**config.mk**
```make
export PLATFORM = sky130hd
export DESIGN_NAME = gpio_pattern_gen_flat
export DESIGN_NICKNAME = d
export VERILOG_FILES = /design/src/rtl/gpio_pattern_gen_if.sv /design/src/rtl/gpio_pattern_gen.sv /design/src/flat_wrapper.sv
export SDC_FILE = /design/constraint.sdc
export NUM_CORES = 1
export LEC_CHECK = 0
export CORE_ASPECT_RATIO = 0.5
export CORE_MARGIN = 4
export CORE_UTILIZATION = 35
export DETAILED_ROUTE_END_ITERATION = 8
export PLACE_DENSITY_LB_ADDON = 0.3
export SETUP_SLACK_MARGIN = 0.5
export SLEW_MARGIN = 10
export SYNTH_ARGS = -nofsm -noshare
export SYNTH_HDL_FRONTEND = slang
export SYNTH_SLANG_ARGS = --single-unit
export TNS_END_PERCENT = 1
```
**constraint.sdc**
```tcl
create_clock -name clk_25mhz -period 5.4 [get_ports clk_25mhz]
set_clock_uncertainty 0.2 [all_clocks]
set_input_delay 1.62 -clock clk_25mhz [delete_from_list [all_inputs] [get_ports clk_25mhz]]
set_output_delay 1.62 -clock clk_25mhz [all_outputs]
set_load 0.05 [all_outputs]
```
**src/rtl/gpio_pattern_gen_if.sv**
```systemverilog
// Pin-side bundle of the GPIO pattern generator: raw button/hold inputs and
// the pattern, step pulse and status outputs.
interface gpio_pattern_gen_if #(
    parameter int N_CH = 26
);
    logic            mode_btn;
    logic            hold;
    logic [N_CH-1:0] out;
    logic            tick;
    logic [1:0]      mode;
    logic [7:0]      led;

    modport master (output mode_btn, hold, input out, tick, mode, led);
    modport slave  (input mode_btn, hold, output out, tick, mode, led);
endinterface

```
**src/rtl/gpio_pattern_gen.sv**
```systemverilog
// GPIO pattern generator for board bring-up: drives N_CH pins with one of four
// test patterns selected by a debounced mode button, stepped at clk/STEP_DIV.
module gpio_pattern_gen #(
    parameter int N_CH     = 26,
    parameter int STEP_DIV = 25,
    parameter int DEB_CYC  = 250000
) (
    input  logic              clk_25mhz,
    input  logic              rst_n,
    gpio_pattern_gen_if.slave io
);
    localparam int ID_W  = $clog2(N_CH);
    localparam int POS_W = $clog2(ID_W + 2);
    localparam int DIV_W = $clog2(STEP_DIV);
    localparam int DEB_W = $clog2(DEB_CYC);

    typedef enum logic [1:0] {
        ALL_TOGGLE = 2'd0,
        WALK_ONE   = 2'd1,
        ALT_PHASE  = 2'd2,
        ID_SERIAL  = 2'd3
    } mode_t;

    logic             btn_p0, btn_s, hold_p0, hold_s;
    logic             btn_d, btn_d_q;
    logic [DEB_W-1:0] deb_cnt;
    mode_t            mode_q, mode_nxt;
    logic             mode_chg;
    logic [DIV_W-1:0] div;
    logic             tick_q, phase;
    logic [ID_W-1:0]  walk;
    logic [POS_W-1:0] pos;
    logic [N_CH-1:0]  out_q, out_nxt;

    // Stage p0 -> s: two-flop synchronisers for the raw board inputs
    always_ff @(posedge clk_25mhz or negedge rst_n) begin
        if (!rst_n) begin
            btn_p0  <= 1'b0;
            btn_s   <= 1'b0;
            hold_p0 <= 1'b0;
            hold_s  <= 1'b0;
        end else begin
            btn_p0  <= io.mode_btn;
            btn_s   <= btn_p0;
            hold_p0 <= io.hold;
            hold_s  <= hold_p0;
        end
    end

    // Debounce: btn_d follows btn_s only after DEB_CYC consecutive mismatches
    always_ff @(posedge clk_25mhz or negedge rst_n) begin
        if (!rst_n) begin
            btn_d   <= 1'b0;
            btn_d_q <= 1'b0;
            deb_cnt <= '0;
        end else begin
            btn_d_q <= btn_d;
            if (btn_s == btn_d) begin
                deb_cnt <= '0;
            end else if (deb_cnt == DEB_W'(DEB_CYC - 1)) begin
                btn_d   <= btn_s;
                deb_cnt <= '0;
            end else begin
                deb_cnt <= deb_cnt + DEB_W'(1);
            end
        end
    end

    assign mode_chg = btn_d & ~btn_d_q;

    always_ff @(posedge clk_25mhz or negedge rst_n) begin
        if (!rst_n) mode_q <= ALL_TOGGLE;
        else        mode_q <= mode_nxt;
    end

    always_comb begin
        mode_nxt = mode_q;
        if (mode_chg) begin
            case (mode_q)
                ALL_TOGGLE: mode_nxt = WALK_ONE;
                WALK_ONE:   mode_nxt = ALT_PHASE;
                ALT_PHASE:  mode_nxt = ID_SERIAL;
                ID_SERIAL:  mode_nxt = ALL_TOGGLE;
                default:    mode_nxt = ALL_TOGGLE;
            endcase
        end
    end

    // Step divider and step state; a mode change overrides a coincident tick
    always_ff @(posedge clk_25mhz or negedge rst_n) begin
        if (!rst_n) begin
            div    <= '0;
            tick_q <= 1'b0;
            phase  <= 1'b0;
            walk   <= '0;
            pos    <= '0;
        end else begin
            tick_q <= ~hold_s & ~mode_chg & (div == DIV_W'(STEP_DIV - 1));
            if (mode_chg) begin
                div <= '0;
            end else if (!hold_s) begin
                div <= (div == DIV_W'(STEP_DIV - 1)) ? '0 : div + DIV_W'(1);
            end

            if (mode_chg) begin
                phase <= 1'b0;
                walk  <= '0;
                pos   <= '0;
            end else if (tick_q) begin
                phase <= ~phase;
                walk  <= (walk == ID_W'(N_CH - 1)) ? '0 : walk + ID_W'(1);
                pos   <= (pos == POS_W'(ID_W + 1)) ? '0 : pos + POS_W'(1);
            end
        end
    end

    // ID frame per channel is {start=1, channel id MSB first, stop=0}
    always_comb begin
        logic [ID_W+1:0] frame;
        frame   = '0;
        out_nxt = '0;
        case (mode_q)
            ALL_TOGGLE: out_nxt = {N_CH{phase}};
            WALK_ONE:   out_nxt = N_CH'(1) << walk;
            ALT_PHASE: begin
                for (int c = 0; c < N_CH; c++) begin
                    out_nxt[c] = (c % 2 == 0) ? phase : ~phase;
                end
            end
            ID_SERIAL: begin
                for (int c = 0; c < N_CH; c++) begin
                    frame      = {1'b1, ID_W'(c), 1'b0} << pos;
                    out_nxt[c] = frame[ID_W+1];
                end
            end
            default:    out_nxt = '0;
        endcase
    end

    always_ff @(posedge clk_25mhz or negedge rst_n) begin
        if (!rst_n) out_q <= '0;
        else        out_q <= out_nxt;
    end

    assign io.out  = out_q;
    assign io.tick = tick_q;
    assign io.mode = mode_q;
    assign io.led  = {4'h0, hold_s, phase, mode_q};

endmodule

```
**src/flat_wrapper.sv**
```systemverilog
// flat-port wrapper written by rule: the top's interface ports become plain ports
module gpio_pattern_gen_flat 
#(
    parameter int N_CH     = 26,
    parameter int STEP_DIV = 25,
    parameter int DEB_CYC  = 250000
)
  (clk_25mhz, rst_n, io_mode_btn, io_hold, io_out, io_tick, io_mode, io_led);
  gpio_pattern_gen_if #(.N_CH(N_CH)) io_i ();
  input  logic clk_25mhz;
  input  logic rst_n;
  input wire logic [$bits(io_i.mode_btn)-1:0] io_mode_btn;
  input wire logic [$bits(io_i.hold)-1:0] io_hold;
  output wire logic [$bits(io_i.out)-1:0] io_out;
  output wire logic [$bits(io_i.tick)-1:0] io_tick;
  output wire logic [$bits(io_i.mode)-1:0] io_mode;
  output wire logic [$bits(io_i.led)-1:0] io_led;
  assign io_i.mode_btn = io_mode_btn;
  assign io_i.hold = io_hold;
  assign io_out = io_i.out;
  assign io_tick = io_i.tick;
  assign io_mode = io_i.mode;
  assign io_led = io_i.led;
  gpio_pattern_gen #(.N_CH(N_CH), .STEP_DIV(STEP_DIV), .DEB_CYC(DEB_CYC)) u_core (.clk_25mhz(clk_25mhz), .rst_n(rst_n), .io(io_i));
endmodule
```
==> flow_metrics.tcl, run 1 <==
set metrics [dict create \
    path_clk_slew_ps 60 \
    slowest_delay_ps 870 \
    h-tree-depth 3 \
    antenna_found_initial 0 \
    via_per_inst 5.18 \
    yosysTopAreaCell "dfrtp_1" \
    worstPathRequired_ps 3580 \
    grt_pass1_wl_um 12900 \
    drive_gt1_share_pct 6.05 \
    syn2layout_area_growth_pct 21.6 \
    min_period_ps 3530 \
    cp_top_family "buffers and inverters" \
    fin_cells 497 \
    nNetsFinal 398 \
    synth_commonest_cells "67 x dfrtp_1, 37 x nor2_1, 28 x nand2_1" \
    cp_slowest_cell "clkdlybuf4s50_1" \
    hold_viol_final 0 \
    ios 41 \
    p_leak_nw 1.71 \
    path_max_fanout 9 \
    cts_tree "built" \
    grt_pass1_vias 2476 \
    fp.dieArea_um2 11300 \
    yosysMostFrequentCell "dfrtp_1" \
    fin_crit_sh_pct 65.4 \
    synth-edff-count 0 \
    grtUsageTotal_pct 14.5 \
    hold_buffers 0 \
    start_util_pct 37.3 \
    io_buffer_count 36 \
    rsz0062_at_grt "no" \
    fin_tns_setup_ps 0 \
    coreArea_um2 9010 \
    wl_per_cell_um 15.5 \
    routed_wl_um 7710 \
    ys_seq_area_share_pct 49.9 \
    crit_type "reg -> out" \
    min_path_type "reg -> reg" \
    setup_viol 0 \
    synth.yosys.warnings 0 \
    async_flop_share_pct 100 \
    cp-end-kind "primary output" \
    post-cts-setup-buffers 0 \
    drc 0 \
    die_width_um 147 \
    crit_chain "clkdlybuf4s50_1" \
    num_rows 24 \
    cts_made_buffers 9 \
    grt-ovfl-total 0 \
    synthDistinctLibCells 39 \
    status "finished clean" \
    drt_iter0_drc 236 \
    die_h_um 77.3 \
    drt_first_pass_iters 4 \
    yosys_most_used_dff "dfrtp_1" \
    synth_area_um2 3360 \
    cts_buffer_depth 2 \
    postRouteAntennaNets 0 \
    slew_viol_final 0 \
    place.gp.congestion 0.914 \
    synth_top_cell_area_share_pct 49.9 \
    clock.fmax_ghz 0.283 \
    worstMarginPinSlew_ps 932 \
    placedCellCount 481 \
    synth_area_per_cell_um2 9.76 \
    n_fill_cell 854 \
    powerDensity_nw_per_um2 404 \
    vias 2575 \
    critPathArrivalTime_ps 1710 \
    grt_max_degree 37 \
    cts-root-buf "clkbuf_16" \
    cts_sinks 67 \
    hpwl_um 5370 \
    slew_headroom_pct 37.8 \
    synth_area_leaders "dfrtp_1 50%, ha_1 7.1%, nor2_1 4.1%" \
    maxCapViolations 0 \
    cts_resized 0 \
    ys_seq_elements 67 \
    antennaDiodeCount 0 \
    postSynthCellCount 344 \
    clock_latency_ps 330 \
    cp.buffers_inverters 1 \
    startpoint_type "flip-flop" \
    ir_drop_uv 173 \
]
routing by layer:
metal | global-route usage (%) | share of wire, % | vias up
met1 | 20.8 | 50 | 1244
met3 | 4.65 | 6.0 | 7
met2 | 20.3 | 42 | 72
met4 | 5.25 | 1.1 | 0
met5 | 0 | 0 | -
li1 | - | - | 1252
cells by family after synthesis:
group | synth area share (%)
simple gates | 16.7
compound gates | 15.1
flops | 49.9
buf+inv | 5.48
fa+ha+maj | 7.08
xor+xnor | 4.69
mux | 0.969
other cells | 0.112
state kept, by name, indices dropped and copies added (netlist names):
signal,flops
u_core.btn_d,1
u_core.btn_d_q,1
u_core.btn_p0,1
u_core.btn_s,1
u_core.deb_cnt,18
u_core.div,5
u_core.hold_p0,1
u_core.hold_s,1
u_core.io.mode,2
u_core.io.out,26
u_core.io.tick,1
u_core.phase,1
u_core.pos,3
u_core.walk,5
worst paths after layout:
check | start | depth (start not counted) | endpoint | slack (ps)
min | u_core.btn_p0 | 0 | u_core.btn_s | 140
max | u_core.io.tick | 1 | io_tick | 1870
min in group asynchronous | rst_n | 1 | u_core.deb_cnt[13] | 1150
max reg2reg | u_core.deb_cnt[8] | 4 | u_core.deb_cnt[4] | 3010
max in group asynchronous | rst_n | 2 | u_core.io.out[6] | 2920
min reg2reg | u_core.btn_p0 | 0 | u_core.btn_s | 140
where the power goes:
part / leakage (nW) / internal (W) / switching, W / total [W]
logic: 0.645 / 0.000135 / 0.000297 / 0.000432
registers: 0.914 / 0.000572 / 0.0000433 / 0.000615
clock network: 0.155 / 0.000393 / 0.000211 / 0.000605
worst reg2reg max path: cells and delay by family, from the launching register on:
family	cells	cell delay, ps
AO/OA/AOI/OAI	1	430
flip-flops	1	420
AND/OR/NAND/NOR	3	1210
final cells by class:
type | count | area, µm² | share of cell area (%)
Clock inverter | 4 | 47.5 | 1.16
Clock buffer | 12 | 267 | 6.53
Tap cell | 117 | 146 | 3.58
Sequential cell | 67 | 1680 | 41.1
Inverter | 18 | 67.6 | 1.65
Multi-Input combinational cell | 241 | 1510 | 36.9
Timing Repair Buffer | 38 | 370 | 9.07
layout by cell type (no fill, tap or decap), types with 3 or more instances in the layout:
cell,instances
nor3_1,3
a21oi_1,18
ha_1,19
xnor2_1,14
nand2b_1,7
a31oi_1,10
a32oi_1,6
xor2_1,4
clkbuf_16,9
conb_1,4
nand4_1,5
clkdlybuf4s50_1,35
a22o_1,4
nor2b_1,5
o31ai_1,3
nor2_1,37
a22oi_1,6
o21ai_0,27
dfrtp_1,67
nand2_1,28
nand3_1,16
clkbuf_8,3
nor4_1,4
inv_1,18
stage by stage:
stage / power, W / util (%) / setup slack (ps) / cell area (µm²) / hold slack, ps
after floorplan: 0.000904 / - / 2630 / 3370 / 131
after global placement: 0.00106 / 41.8 / 2210 / 3770 / 134
after detailed placement: 0.00106 / 41.8 / 2230 / 3770 / 144
after CTS: 0.00167 / 45.3 / 1830 / 4080 / 147
after global routing: 0.00173 / 45.3 / 1800 / 4080 / 150
final: 0.00165 / 45.3 / 1870 / 4080 / 143
Note: power is estimated with default switching activity, not from simulation.
==> run 2: changes to the inputs <==
==> constraint.sdc (replaced) <==
create_clock -name clk_25mhz -period 3.55 [get_ports clk_25mhz]
set_clock_uncertainty 0.2 [all_clocks]
set_input_delay 1.065 -clock clk_25mhz [delete_from_list [all_inputs] [get_ports clk_25mhz]]
set_output_delay 1.065 -clock clk_25mhz [all_outputs]
set_load 0.05 [all_outputs]
==> run 2 against run 1 <==
Non-clock buffer count grew 2. Count of clock-buffer cells in the layout shrank 2. Sequential share of layout area grew 0.39 points. Critical path type unchanged. First-iteration DRC count shrank 32%. Register-to-register slack lost 1800 ps. Combinational power grew 54%. Sequential cell count is the same. Utilization shrank 0.43 points. Via count grew 3.1%. Routed wire length grew 1.8%. Clock power grew 30%.
==> flow_metrics.tcl, run 2 (same netlist as run 1, synthesis figures left out) <==
set metrics [dict create \
    grt_pass1_wl_um 12900 \
    hold_buffers 0 \
    grt-ovfl-total 0 \
    ir_drop_uv 267 \
    grtUsageTotal_pct 14.3 \
    placed_area_um2 3780 \
    cts_made_buffers 9 \
    drc 0 \
    reg2reg_depth 4 \
    power_w 0.00238 \
    syn2layout_area_growth_pct 20.5 \
    clock.fmax_ghz 0.336 \
    rsz0062_at_grt "no" \
    grt_pass1_vias 2486 \
    cts-root-buf "clkbuf_16" \
    critPathArrivalTime_ps 1710 \
    drt_iter0_drc 161 \
    start_util_pct 37.3 \
    num_rows 24 \
    r2r-start "u_core.deb_cnt[9]" \
    drive_gt1_share_pct 6.04 \
    clock_latency_ps 330 \
    slowest_delay_ps 870 \
    slew_headroom_pct 35.8 \
    cts_buffer_depth 2 \
    post-cts-setup-buffers 0 \
    cts_resized 0 \
    worst-path-stages 1 \
    fin_tns_setup_ps 0 \
    grt_max_degree 26 \
    h-tree-depth 3 \
    antenna_found_initial 0 \
    cp.buffers_inverters 1 \
    drt_first_pass_iters 5 \
    wl_per_cell_um 15.8 \
    place_ws_ps 944 \
    worstMarginPinSlew_ps 961 \
    final_core_util_pct 44.9 \
    cp-end-kind "primary output" \
    ios 41 \
    r2r_slack_ps 1190 \
    via_per_inst 5.33 \
    die_width_um 147 \
    multi_input_area_um2 1510 \
    status "finished clean" \
    min_path_type "reg -> reg" \
    coreArea_um2 9010 \
    hp-start "u_core.hold_p0" \
    worstPathRequired_ps 2280 \
    die_h_um 77.3 \
    largest_reg_flops 26 \
    cts_sinks 67 \
    io_buffer_count 36 \
    crit_chain "clkdlybuf4s50_1" \
    routed_wl_um 7850 \
    powerDensity_nw_per_um2 589 \
    cts_tree "built" \
    path_clk_slew_ps 60 \
    nNetsFinal 400 \
    hold_path_end "u_core.hold_s" \
    fin_crit_sh_pct 83.8 \
    holdPathStages 0 \
    slew_viol_final 0 \
    final_common_cell "dfrtp_1" \
    cp_slowest_cell "clkdlybuf4s50_1" \
    maxCapViolations 0 \
    postRouteAntennaNets 0 \
    n_fill_cell 849 \
    hpwl_um 5490 \
    setup_ws_ps 574 \
    setup_viol 0 \
    p_leak_nw 1.70 \
    startpoint_type "flip-flop" \
    crit_type "reg -> out" \
    place.gp.congestion 0.911 \
    hold_viol_final 0 \
    design_area_um2 4050 \
    register_area_um2 1680 \
    r2r_end "u_core.deb_cnt[13]" \
    vias 2656 \
    min_period_ps 2980 \
    fp.dieArea_um2 11300 \
    path_max_fanout 9 \
    antennaDiodeCount 0 \
    cp_top_family "buffers and inverters" \
    final_cell_mix "67 x dfrtp_1, 37 x nor2_1, 35 x clkdlybuf4s50_1, 28 x nand2_1, 27 x o21ai_0" \
]
-- run 2: area by class of cell --
type,instances,area share (%)
Clock buffer,10,5.66
Clock inverter,5,0.773
Inverter,18,1.67
Multi-Input combinational cell,241,37.3
Sequential cell,67,41.4
Tap cell,117,3.62
Timing Repair Buffer,40,9.53
-- run 2: worst max path at each step --
stage	startpoint	endpoint	slack, ps
2_1_floorplan	u_core.io.mode[0]	io_mode[0]	1340
3_3_place_gp	u_core.io.tick	io_tick	930
3_5_place_dp	u_core.io.tick	io_tick	940
4_1_cts	u_core.io.tick	io_tick	550
5_1_grt	u_core.io.tick	io_tick	510
6_report	u_core.io.tick	io_tick	570
-- run 2: per-layer routing --
metal | track usage (%) | vias up | part of all wire [%]
li1 | - | 1258 | -
met1 | 20.5 | 1288 | 50
met2 | 20.7 | 97 | 42
met3 | 4.36 | 13 | 6.7
met4 | 4.50 | 0 | 1.4
met5 | 0 | - | 0
-- run 2: metrics by stage --
step           instances  hold WS [ps]
2_1_floorplan        347           131
3_3_place_gp         483           133
3_5_place_dp         483           148
4_1_cts              498           161
5_1_grt              498           174
6_report             498           156
-- run 2: power by group --
group | total (W) | internal [W] | switching, W
clock network | 0.000785 | 0.000465 | 0.000320
logic | 0.000664 | 0.000206 | 0.000458
registers | 0.000934 | 0.000869 | 0.0000646
total | 0.00238 | 0.00154 | 0.000843
==> run 3: changes to the inputs <==
==> constraint.sdc (replaced) <==
create_clock -name clk_25mhz -period 2.9 [get_ports clk_25mhz]
set_clock_uncertainty 0.2 [all_clocks]
set_input_delay 0.87 -clock clk_25mhz [delete_from_list [all_inputs] [get_ports clk_25mhz]]
set_output_delay 0.87 -clock clk_25mhz [all_outputs]
set_load 0.05 [all_outputs]
==> run 3 against run 2 <==
Sequential power increased by 22%. Setup slack got worse by 310 ps. Non-clock buffer count grew 2. Highest routed layer unchanged. Power grew 31%. Via count down 2.0%. Utilization rose by 0.94 points.
==> flow_metrics.tcl, run 3 (same netlist as run 1, synthesis figures left out) <==
set metrics [dict create \
    clock_latency_ps 330 \
    slew_viol_final 0 \
    largest_reg_flops 26 \
    final_common_cell "dfrtp_1" \
    fp.dieArea_um2 11300 \
    via_per_inst 5.20 \
    cp.buffers_inverters 1 \
    powerDensity_nw_per_um2 754 \
    wl_met3_um 505 \
    coreArea_um2 9010 \
    wl_met2_um 3370 \
    startpoint "u_core.io.mode[0]" \
    maxCapViolations 0 \
    hpwl_um 5320 \
    post-cts-setup-buffers 0 \
    fin_crit_sh_pct 90.8 \
    antennaDiodeCount 0 \
    wl_met1_um 3750 \
    slowest_delay_ps 830 \
    nNetsFinal 402 \
    start_util_pct 37.3 \
    die_h_um 77.3 \
    r2r-start "u_core.deb_cnt[9]" \
    cts_sinks 67 \
    cts_tree "built" \
    syn2layout_area_growth_pct 23.0 \
    h-tree-depth 3 \
    clock.fmax_ghz 0.380 \
    place.gp.congestion 0.862 \
    min_period_ps 2630 \
    p_leak_nw 1.78 \
    path_max_fanout 5 \
    worstPathRequired_ps 1830 \
    postRouteAntennaNets 0 \
    worstMarginPinSlew_ps 686 \
    crit_type "reg -> out" \
    grt_pass1_vias 2527 \
    top_layer_used "met4" \
    grt_max_degree 51 \
    cts_buffer_depth 2 \
    fin_tns_setup_ps 0 \
    rsz0062_at_grt "yes" \
    die_width_um 147 \
    slew_headroom_pct 53.8 \
    startpoint_type "flip-flop" \
    cp-end-kind "primary output" \
    vias 2603 \
    cp_top_family "buffers and inverters" \
    hp-start "u_core.hold_p0" \
    routed_wl_um 7710 \
    setup_viol 0 \
    hold_viol_final 0 \
    placedCellCount 485 \
    path_clk_slew_ps 50 \
    cts-root-buf "clkbuf_16" \
    ios 41 \
    fin_cells 501 \
    drc 0 \
    io_buffer_count 36 \
    antenna_found_initial 0 \
    crit_chain "clkdlybuf4s50_1" \
    wl_per_cell_um 15.4 \
    final_cell_mix "67 x dfrtp_1, 37 x nor2_1, 30 x clkdlybuf4s50_1, 28 x nand2_1, 27 x o21ai_0" \
    drt_first_pass_iters 5 \
    num_rows 24 \
    drt_iter0_drc 185 \
    cp_slowest_cell "clkdlybuf4s50_1" \
    status "finished clean" \
    critPathArrivalTime_ps 1560 \
    grt_pass1_wl_um 13200 \
    n_fill_cell 823 \
    drive_gt1_share_pct 6.51 \
    cts_made_buffers 9 \
    min_path_type "reg -> reg" \
    grt-ovfl-total 0 \
    ir_drop_uv 341 \
    grtUsageTotal_pct 14.6 \
]
run 3: power breakdown:
group / total, W / internal [W] / leakage, nW / switching (W)
Clock: 0.00116 / 0.000776 / 0.157 / 0.000382
Combinational: 0.000812 / 0.000254 / 0.706 / 0.000558
Sequential: 0.00114 / 0.00106 / 0.914 / 0.0000786
Total: 0.00311 / 0.00209 / 1.78 / 0.00102
run 3: timing repair:
| item | 4_1_cts | 5_1_grt |
|---|---|---|
| hold buffers | 0 | 0 |
| gates resized for setup | 4 | 1 |
| setup endpoints to repair | 33 | 51 |
run 3: worst paths after layout:
kind                                           to  slack (ps)  cells after the start
worst min register to register      u_core.hold_s         150                      0
max in group asynchronous       u_core.io.out[18]        1600                      2
worst max-delay path                    io_led[0]         270                      1
worst max register to register  u_core.deb_cnt[3]         550                      4
worst min-delay path                u_core.hold_s         150                      0
min in group asynchronous       u_core.deb_cnt[4]         280                      1
run 3: final cells by class:
type                            count  area (µm²)  share of cell area, %
Tap cell                          117         146                   3.54
Multi-Input combinational cell    241        1510                   36.5
Clock inverter                      4        73.8                   1.79
Clock buffer                       12         246                   5.97
Sequential cell                    67        1680                   40.6
Timing Repair Buffer               42         410                   9.94
Inverter                           18        67.6                   1.64
run 3: layer usage:
metal  global-route usage, %  up-vias
met5                       0        -
met4                    4.50        0
met3                    5.30        5
met2                    21.3       75
met1                    20.3     1263
li1                        -     1260
run 3: metrics by stage:
| step | total power (W) | setup slack, ps | area (µm²) | util [%] | hold WS (ps) |
|---|---|---|---|---|---|
| final | 0.00311 | 268 | 4130 | 45.8 | 150 |
| after global routing | 0.00326 | 205 | 4130 | 45.8 | 163 |
| after floorplan | 0.00168 | 708 | 3370 | - | 131 |
| after CTS | 0.00316 | 240 | 4130 | 45.8 | 152 |
| after global placement | 0.00198 | 473 | 3810 | 42.3 | 133 |
| after detailed placement | 0.00198 | 473 | 3810 | 42.3 | 139 |
